--- src/rtl/hazard_scoreboard_unit.sv ---
// hazard_scoreboard_unit
//   ID/EX hazard block: EX operand forwarding selects, load-use and
//   multi-cycle (MUL/DIV) scoreboard stalls, a reporting FSM with a
//   stall watchdog, and optional stall performance counters.
//   Optional feature macro: HAZ_PERF_CNT_EN (perf counters present when defined).
module hazard_scoreboard_unit #(
   parameter int NUM_REGS = 32,
   parameter int RA_W     = 5,
   parameter int MC_DEPTH = 2,
   parameter int TIMEOUT  = 64
) (
   input  logic            clk,
   input  logic            rst_n,
   input  logic [RA_W-1:0] id_rs1,
   input  logic [RA_W-1:0] id_rs2,
   input  logic            id_use1,
   input  logic            id_use2,
   input  logic [RA_W-1:0] id_rd,
   input  logic            id_regwrite,
   input  logic            id_mc,
   input  logic [RA_W-1:0] ex_rs1,
   input  logic [RA_W-1:0] ex_rs2,
   input  logic [RA_W-1:0] ex_rd,
   input  logic            ex_memread,
   input  logic            ex_is_store,
   input  logic [RA_W-1:0] exmem_rd,
   input  logic            exmem_regwrite,
   input  logic [RA_W-1:0] memwb_rd,
   input  logic            memwb_regwrite,
   input  logic            mc_done,
   input  logic [RA_W-1:0] mc_rd,
   input  logic            flush,
   output logic [1:0]      forward_a,
   output logic [1:0]      forward_b,
   output logic [1:0]      forward_c,
   output logic            ctrl_flush,
   output logic            pc_write,
   output logic            fd_write,
   output logic            hz_timeout,
   output logic [31:0]     lu_stall_cnt,
   output logic [31:0]     sb_stall_cnt
);

   // MC_DEPTH is at most 7, so three bits hold the outstanding-op count
   localparam int MC_W = 3;
   localparam int WD_W = $clog2(TIMEOUT + 1);

   localparam logic [1:0] ST_RUN      = 2'd0;
   localparam logic [1:0] ST_LU_STALL = 2'd1;
   localparam logic [1:0] ST_SB_STALL = 2'd2;

   localparam logic [1:0] FWD_RF    = 2'b00;
   localparam logic [1:0] FWD_EXMEM = 2'b01;
   localparam logic [1:0] FWD_MEMWB = 2'b10;

   logic [NUM_REGS-1:0] r_busy;
   logic [NUM_REGS-1:0] w_busy_next;
   logic [NUM_REGS-1:0] w_rel_mask;
   logic [NUM_REGS-1:0] w_busy_eff;
   logic [MC_W-1:0]     r_mc_cnt;
   logic [MC_W-1:0]     w_mc_cnt_next;
   logic [1:0]          r_state;
   logic [1:0]          w_state_next;
   logic [WD_W-1:0]     r_wd_cnt;
   logic                r_hz_timeout;

   logic                w_release;
   logic                w_issue;
   logic                w_lu_haz1;
   logic                w_lu_haz2;
   logic                w_raw1;
   logic                w_raw2;
   logic                w_waw;
   logic                w_struct;
   logic                w_lu_haz;
   logic                w_sb_haz;
   logic                w_stall;
   logic [1:0]          w_fwd_rs1;
   logic [1:0]          w_fwd_rs2;

   // Source select for one EX operand; the younger EX/MEM result wins.
   function automatic logic [1:0] fwd_sel(
      input logic [RA_W-1:0] rs,
      input logic [RA_W-1:0] em_rd,
      input logic            em_we,
      input logic [RA_W-1:0] mw_rd,
      input logic            mw_we
   );
      logic [1:0] sel;
      sel = FWD_RF;
      if (rs != '0) begin
         if (em_we && (em_rd == rs))
            sel = FWD_EXMEM;
         else if (mw_we && (mw_rd == rs))
            sel = FWD_MEMWB;
      end
      return sel;
   endfunction

   // A writeback only counts when something is actually outstanding;
   // a stray mc_done with an empty scoreboard is ignored.
   assign w_release = mc_done && (r_mc_cnt != '0);

   // Per-register release mask and next busy vector; x0 is never tracked.
   // The issue term wins over the release term for the same register.
   genvar gi;
   generate
      for (gi = 0; gi < NUM_REGS; gi++) begin : g_busy
         if (gi == 0) begin : g_x0
            assign w_rel_mask[gi]  = 1'b0;
            assign w_busy_next[gi] = 1'b0;
         end else begin : g_xn
            assign w_rel_mask[gi]  = w_release && (mc_rd == RA_W'(gi));
            assign w_busy_next[gi] = (w_issue && (id_rd == RA_W'(gi))) |
                                     (r_busy[gi] & ~w_rel_mask[gi]);
         end
      end
   endgenerate

   // A completing op releases its register in the same cycle for the check
   assign w_busy_eff = r_busy & ~w_rel_mask;

   // Hazard detection for the instruction sitting in ID
   always_comb begin
      w_lu_haz1 = id_use1 && (id_rs1 != '0) && !flush &&
                  ex_memread && (ex_rd != '0) && (id_rs1 == ex_rd);
      w_lu_haz2 = id_use2 && (id_rs2 != '0) && !flush &&
                  ex_memread && (ex_rd != '0) && (id_rs2 == ex_rd);
      w_raw1    = id_use1 && (id_rs1 != '0) && !flush && w_busy_eff[id_rs1];
      w_raw2    = id_use2 && (id_rs2 != '0) && !flush && w_busy_eff[id_rs2];
      w_waw     = id_regwrite && (id_rd != '0) && !flush && w_busy_eff[id_rd];
      w_struct  = id_mc && !flush && !mc_done &&
                  (r_mc_cnt == MC_W'(MC_DEPTH));
      w_lu_haz  = w_lu_haz1 | w_lu_haz2;
      w_sb_haz  = w_raw1 | w_raw2 | w_waw | w_struct;
      w_stall   = w_lu_haz | w_sb_haz;
      w_issue   = id_mc && id_regwrite && !w_stall && !flush && (id_rd != '0);
   end

   // Outstanding multi-cycle count: simultaneous issue and release cancel out
   always_comb begin
      w_mc_cnt_next = r_mc_cnt;
      unique case ({w_issue, w_release})
         2'b10:   w_mc_cnt_next = r_mc_cnt + MC_W'(1);
         2'b01:   w_mc_cnt_next = r_mc_cnt - MC_W'(1);
         default: w_mc_cnt_next = r_mc_cnt;
      endcase
   end

   // Scoreboard state; reset drops all tracking (MUL/DIV resets alongside)
   always_ff @(posedge clk) begin
      if (!rst_n) begin
         r_busy   <= '0;
         r_mc_cnt <= '0;
      end else begin
         r_busy   <= w_busy_next;
         r_mc_cnt <= w_mc_cnt_next;
      end
   end

   // Reporting FSM next state; a scoreboard cause outranks a load-use cause
   always_comb begin
      w_state_next = ST_RUN;
      if (w_sb_haz)
         w_state_next = ST_SB_STALL;
      else if (w_lu_haz)
         w_state_next = ST_LU_STALL;
   end

   // Reporting FSM register
   always_ff @(posedge clk) begin
      if (!rst_n)
         r_state <= ST_RUN;
      else
         r_state <= w_state_next;
   end

   // Stall watchdog: counts cycles spent in SB_STALL, sticky error flag
   always_ff @(posedge clk) begin
      if (!rst_n) begin
         r_wd_cnt     <= '0;
         r_hz_timeout <= 1'b0;
      end else if (r_state == ST_SB_STALL) begin
         if (r_wd_cnt == WD_W'(TIMEOUT - 1))
            r_hz_timeout <= 1'b1;
         else
            r_wd_cnt <= r_wd_cnt + WD_W'(1);
      end else begin
         r_wd_cnt <= '0;
      end
   end

   assign hz_timeout = r_hz_timeout;

   // Forwarding selects and pipeline control; forced benign while in reset
   always_comb begin
      w_fwd_rs1  = fwd_sel(ex_rs1, exmem_rd, exmem_regwrite, memwb_rd, memwb_regwrite);
      w_fwd_rs2  = fwd_sel(ex_rs2, exmem_rd, exmem_regwrite, memwb_rd, memwb_regwrite);
      forward_a  = FWD_RF;
      forward_b  = FWD_RF;
      forward_c  = FWD_RF;
      ctrl_flush = 1'b0;
      pc_write   = 1'b1;
      fd_write   = 1'b1;
      if (rst_n) begin
         forward_a = w_fwd_rs1;
         if (ex_is_store)
            forward_c = w_fwd_rs2;
         else
            forward_b = w_fwd_rs2;
         ctrl_flush = w_stall;
         pc_write   = !w_stall;
         fd_write   = !w_stall;
      end
   end

`ifdef HAZ_PERF_CNT_EN
   logic [31:0] r_lu_cnt;
   logic [31:0] r_sb_cnt;

   // Saturating per-cause stall cycle counters
   always_ff @(posedge clk) begin
      if (!rst_n) begin
         r_lu_cnt <= '0;
         r_sb_cnt <= '0;
      end else begin
         if ((r_state == ST_LU_STALL) && (r_lu_cnt != 32'hFFFF_FFFF))
            r_lu_cnt <= r_lu_cnt + 32'd1;
         if ((r_state == ST_SB_STALL) && (r_sb_cnt != 32'hFFFF_FFFF))
            r_sb_cnt <= r_sb_cnt + 32'd1;
      end
   end

   assign lu_stall_cnt = r_lu_cnt;
   assign sb_stall_cnt = r_sb_cnt;
`else
   assign lu_stall_cnt = 32'h0;
   assign sb_stall_cnt = 32'h0;
`endif

endmodule
--- config.mk ---
export PLATFORM = sky130hd
export DESIGN_NAME = hazard_scoreboard_unit
export DESIGN_NICKNAME = d
export VERILOG_FILES = /design/src/rtl/hazard_scoreboard_unit.sv
export SDC_FILE = /design/constraint.sdc
export NUM_CORES = 1
export LEC_CHECK = 0
export ABC_AREA = 1
export CORE_UTILIZATION = 53
export CTS_BUF_LIST = sky130_fd_sc_hd__clkbuf_8
export DETAILED_ROUTE_END_ITERATION = 8
export GPL_ROUTABILITY_DRIVEN = 0
export PLACE_DENSITY = 0.93
export SETUP_SLACK_MARGIN = 0.3
export SLEW_MARGIN = 20
export SYNTH_ARGS = -nofsm -noshare
export SYNTH_HDL_FRONTEND = slang
export SYNTH_SLANG_ARGS = --single-unit
--- constraint.sdc ---
create_clock -name clk -period 8 [get_ports clk]
set_input_delay 1.6 -clock clk [delete_from_list [all_inputs] [get_ports clk]]
set_output_delay 1.6 -clock clk [all_outputs]
set_load 0.02 [all_outputs]
==> results.cfg, run 1 <==
[grt]
grt_pass1_vias = 4398
grt_util_all_layers = 0.300
grt_max_degree = 39
grt_pass1_wl_um = 20600
grt_overflow = 0
antenna_found_initial = 0

[floorplanning]
die_h_um = 93.2
rows = 32
core_area_mm2 = 0.00789
die_w_um = 93.2
dieArea_mm2 = 0.00869
start_util = 0.559
io_pins = 131

[clock_network]
cts_resized = 0
cts-htree-levels = 2
cts_tree = yes
clkTransAtPathRegs_ns = 0.09
hold_buffers = 0
clock_sinks = 44
clockBufferDepth = 2
post_cts_buffers = 0
clock-root-buffer = clkbuf_8
cts_made_buffers = 5
clk_latency_ns = 0.30

[synth]
ys_types = 35
async_flop_share = 0
netlist_instances = 762
yosysWarningCount = 0
synth_common_cells = nand2_1 (183), nor2_1 (112), inv_1 (68), buf_4 (65), nand3_1 (61)
synth_edf_count = 0
netlist_area_mm2 = 0.00441
synth_largest_area_cell = dfxtp_1
ys_top_cells_by_area = dfxtp_1 (20%), nand2_1 (16%), buf_4 (11%)
synth_flop_cell = dfxtp_1
syn_area_per_cell_um2 = 5.79
yosysTopAreaCellShare = 0.200
synth.yosys.seq_area_share = 0.200
synth_seq_cells = 44
yosysMostFrequentCell = nand2_1

[worst_hold_path]
hold_depth = 2
min_delay_worst_endpoint = r_wd_cnt[6]
hp-class = reg -> reg
worstHoldStart = r_wd_cnt[6]

[setup_path]
crit_arrival_ns = 5.38
critPathMaxFanout = 32
r2r_setup_slack_ns = 4.12
reg2reg_from = r_mc_cnt[2]
required_ns = 6.40
end_kind = output port
r2r_end = r_mc_cnt[1]
critPathLaunchType = input pin
worstSetupPathType = in -> out
reg2reg_depth = 23

[placement]
io_buffers = 66
post-place-ws_ns = 1.17
place_hpwl_um = 9950
dp_cells = 906
placed_area_mm2 = 0.00485

[route]
first_iter_violations = 582
vias = 5087
firstDrtPassIters = 6
drc = 0
routedWlPerCell_um = 14.1
ant_nets = 0
avgViaCountPerCell = 5.57
drt-total-wl_um = 12900

[sta]
tightest_slew_ns = 0.829
setup_violations = 0
period_share = 0.872
setup_slack_ns = 1.02
fin_crit_ns = 6.98
skew_ns = 0.00742
slew_headroom = 0.447
finalSetupTns_ns = 0
rsz0062_at_grt = false
finalMaxSlewViolations = 0
fmax_mhz = 143
hold_viol = 0

[final_layout]
synthToLayoutAreaGrowth_pct = 12.5
postLayoutCellArea_mm2 = 0.00496
nets = 871
filler_cell_count = 742
instances_no_fill = 914
antenna_cells = 0
final_util = 0.629
drive_gt1_frac = 0.0345

[job]
maxCapViolCount = 0

[power]
irDropWorstVdd_mv = 0.101
leakagePower_nw = 2.13
power_density_mw_per_mm2 = 120

[status]
status = finished clean
-- report_power, final --
group          internal [mW]  switching [mW]  leakage [nW]
logic                 0.0626           0.135          1.72
registers              0.222         0.00194         0.355
clock network         0.0941          0.0807        0.0548
total                  0.379           0.218          2.13
-- logic make-up (layout without fill, tap and decap cells) --
kind of cell               count (synthesis)  count (layout)  synth area share
and+or+nand+nor                          434             434             0.428
buffers and inverters                    168             155             0.207
AOI/OAI and AO/OA                         95              95             0.120
DFF                                       44              44             0.200
xor gates and xnor gates                  17              17            0.0338
adders and majority gates                  3               3            0.0102
other                                      1              64          0.000850
-- how the worst max path moves through the flow --
stage / cells after the start / end / startpoint
global route: 17 / pc_write / mc_rd[4]
global placement: 16 / pc_write / mc_done
detailed placement: 16 / fd_write / mc_done
CTS: 18 / fd_write / mc_done
finish: 18 / fd_write / mc_done
floorplan: 16 / pc_write / mc_rd[1]
-- cell type report --
cell class / count / area [um^2] / area share
clock buffer: 5 / 68.8 / 0.0139
clock inverter: 3 / 46.3 / 0.00933
timing repair buffer: 71 / 698 / 0.141
inverter: 76 / 285 / 0.0575
tap: 102 / 128 / 0.0257
multi-input combinational: 613 / 2860 / 0.575
sequential: 44 / 881 / 0.177
-- per-stage QoR --
| step | hold WS (ns) | total power, mW |
|---|---|---|
| after floorplan | 0.419 | 0.388 |
| after global placement | 0.428 | 0.420 |
| after detailed placement | 0.432 | 0.421 |
| after CTS | 0.447 | 0.594 |
| after global routing | 0.474 | 0.627 |
| final | 0.447 | 0.596 |
-- sequential cells by signal (all words and copies together) (netlist names) --
register / flops
r_mc_cnt: 3
r_busy: 31
r_state: 2
r_wd_cnt: 7
hz_timeout: 1
-- worst max-delay path, stage by stage --
cell and delay [ns]:
clkdlybuf4s50_1 0.56, inv_2 0.09, a21oi_2 0.62, nand3_1 0.31, nand2_1 0.19, nand2_1 0.06
nand2_1 0.05, inv_1 0.04, nand2_1 0.07, nor2_1 0.07, nand2_1 0.06, nand2_1 0.07
nand2_2 0.12, nor2_4 0.05, nor2_8 0.34, nand2_1 0.16, o21ai_1 0.26, clkdlybuf4s50_1 0.65
-- per-layer routing --
layer / vias to the layer above / wire (um) / GRT usage / part of all wire
met5: - / 0 / 0 / 0
met2: 387 / 5580 / 0.468 / 0.43
li1: 2463 / - / - / -
met1: 2187 / 5110 / 0.385 / 0.40
met4: 0 / 603 / 0.177 / 0.047
met3: 50 / 1590 / 0.0553 / 0.12
-- cell usage in the layout, fill, tap and decap left out, drive strengths merged --
cell type	Yosys	final
bufinv	0	1
o2111ai	1	1
xor2	14	14
dfxtp	44	44
conb	1	64
o21a	1	1
clkbuf	16	5
nor2	117	117
nand4	41	41
o211ai	7	7
clkdlybuf4s50	0	66
nor4	3	3
o21bai	4	4
o21ai	31	31
o22ai	4	4
clkinv	3	3
a21oi	43	43
nand3	61	61
inv	73	74
clkinvlp	0	1
a221oi	2	2
nand2	186	186
nor3	25	25
buf	76	5
a211oi	2	2
xnor2	3	3
fa	1	1
ha	2	2
or4	1	1
(Power assumes the default switching activity.)
==> run 2: changes to the inputs <==
--- a/config.mk
+++ b/config.mk
@@ -6,11 +6,12 @@
 export NUM_CORES = 1
 export LEC_CHECK = 0
 export ABC_AREA = 1
-export CORE_UTILIZATION = 53
+export CORE_MARGIN = 5
+export CORE_UTILIZATION = 45
 export CTS_BUF_LIST = sky130_fd_sc_hd__clkbuf_8
 export DETAILED_ROUTE_END_ITERATION = 8
 export GPL_ROUTABILITY_DRIVEN = 0
-export PLACE_DENSITY = 0.93
+export PLACE_DENSITY = 0.82
 export SETUP_SLACK_MARGIN = 0.3
 export SLEW_MARGIN = 20
 export SYNTH_ARGS = -nofsm -noshare
==> run 2 against run 1 <==
  * Count of clock-buffer cells in the layout did not move
  * Global-route usage fell by 7.6 points
  * Final cell count rose by 3.3%
  * Die area rose by 37%
  * Worst hold slack got worse by 0.0031 ns
  * Core utilization fell by 11 points
==> results.cfg, run 2 (synthesis gave the netlist of run 1 again) <==
[route]
vias = 5119
avgViaCountPerCell = 5.42
firstDrtPassIters = 6
first_iter_violations = 630
routedWlPerCell_um = 14.5
ant_nets = 0
drc = 0
drt-total-wl_um = 13700

[worst_hold_path]
hp-class = reg -> reg

[grt]
grt_util_all_layers = 0.224
grt_overflow = 0
grt_max_degree = 39
grt_pass1_wl_um = 21300
antenna_found_initial = 0
grt_pass1_vias = 4402

[clock_network]
clock_sinks = 44
clockBufferDepth = 2
hold_buffers = 0
clk_latency_ns = 0.30
clock-root-buffer = clkbuf_8
post_cts_buffers = 0
cts_made_buffers = 5
cts_resized = 0
cts-htree-levels = 2
clkTransAtPathRegs_ns = 0.09
cts_tree = yes

[setup_path]
critPathLaunchType = input pin
cp_num_buf_inv = 3
end_kind = output port
required_ns = 6.40
crit_arrival_ns = 5.28
cp_cell_sequence = clkdlybuf4s50_1 -> inv_2 -> a21oi_2 -> nand3_1 -> nand2_1 -> nand2_1 -> nand2_1 -> o21bai_1 -> nand2_1 -> nor2_1 -> nor2_2 -> nor2_4 -> nor2_8 -> nand2_1 -> o21ai_1 -> clkdlybuf4s50_1
path_common_cell = nand2_1
critPathMaxFanout = 32
worstSetupPathType = in -> out
slowest_stage = clkdlybuf4s50_1
worst_path_dominant_cell_family = simple AND/OR/NAND/NOR gates
slowest_delay_ns = 0.64

[power]
leakagePower_nw = 2.13
irDropWorstVdd_mv = 0.0608
power_density_mw_per_mm2 = 120

[sta]
tightest_slew_ns = 0.829
skew_ns = 0.00395
setup_violations = 0
rsz0062_at_grt = false
finalSetupTns_ns = 0
slew_headroom = 0.447
fmax_mhz = 145
finalMaxSlewViolations = 0
fin_crit_ns = 6.88
period_share = 0.860
hold_viol = 0

[final_layout]
layout_common_cells = nand2_1 (183), nor2_1 (111), inv_1 (68)
largest_reg_flops = 31
layout_commonest_cell = nand2_1
filler_cell_count = 977
regArea_um2 = 881
largestRegisters = r_busy x31, r_wd_cnt x7, r_mc_cnt x3
top_register = r_busy
nets = 870
final_util = 0.516
multi_input_area_mm2 = 0.00286
synthToLayoutAreaGrowth_pct = 13.2
antenna_cells = 0
drive_gt1_frac = 0.0333

[placement]
place_hpwl_um = 10600
io_buffers = 66

[floorplanning]
die_w_um = 109
dieArea_mm2 = 0.0119
die_h_um = 109
start_util = 0.456
core_area_mm2 = 0.00968
io_pins = 131
rows = 36

[status]
status = finished clean

[job]
maxCapViolCount = 0
run 2: report_power, final:
group | switching, mW | total [mW] | leakage (nW) | internal [mW]
Sequential | 0.00193 | 0.224 | 0.355 | 0.222
Clock | 0.0830 | 0.177 | 0.0548 | 0.0941
Combinational | 0.136 | 0.198 | 1.72 | 0.0623
Total | 0.221 | 0.599 | 2.13 | 0.379
run 2: final timing paths:
kind	start	end	slack (ns)	depth (start not counted)
worst max-delay path	mc_done	pc_write	1.12	16
worst min register to register	r_wd_cnt[6]	r_wd_cnt[6]	0.44	2
worst min-delay path	r_wd_cnt[6]	r_wd_cnt[6]	0.44	2
worst max register to register	r_mc_cnt[2]	r_mc_cnt[1]	4.14	21
run 2: final cells by class:
cell class,count,share of cell area
multi-input combinational,613,0.572
sequential,44,0.176
timing repair buffer,70,0.138
inverter,76,0.0571
tap,133,0.0333
clock buffer,5,0.0138
clock inverter,3,0.00927
run 2: through the flow:
step                      worst slack (ns)  cell area [um^2]  hold slack (ns)  std cells  power, mW
after floorplan                       2.86              4650            0.419        825      0.388
after global placement                1.22              4880            0.434        936      0.421
after detailed placement              1.21              4880            0.434        936      0.422
after CTS                             1.20              4990            0.447        944      0.596
after global routing                 0.855              4990            0.485        944      0.631
final                                 1.12              4990            0.444        944      0.599
run 2: metal layers:
layer	global-route usage	up-vias	routed length (um)
met1	0.311	2261	5650
met2	0.337	344	5870
met3	0.0432	54	1580
met5	0	-	0
met4	0.0974	0	601
li1	-	2460	-
run 2: worst reg2reg max path: stages, from the launching register on:
cell	delay [ns]
dfxtp_1	0.34
nor2_1	0.10
a21oi_2	0.68
nand3_1	0.31
nand2_1	0.21
nand2_1	0.08
nand2_1	0.07
o21bai_1	0.06
nand2_1	0.07
nor2_1	0.05
nor2_2	0.12
nor2_4	0.08
nor2_8	0.36
nand2_1	0.17
inv_1	0.11
nand2_1	0.07
ha_1	0.20
inv_1	0.09
fa_1	0.41
nor2_1	0.09
a21oi_1	0.05
nor2_1	0.09
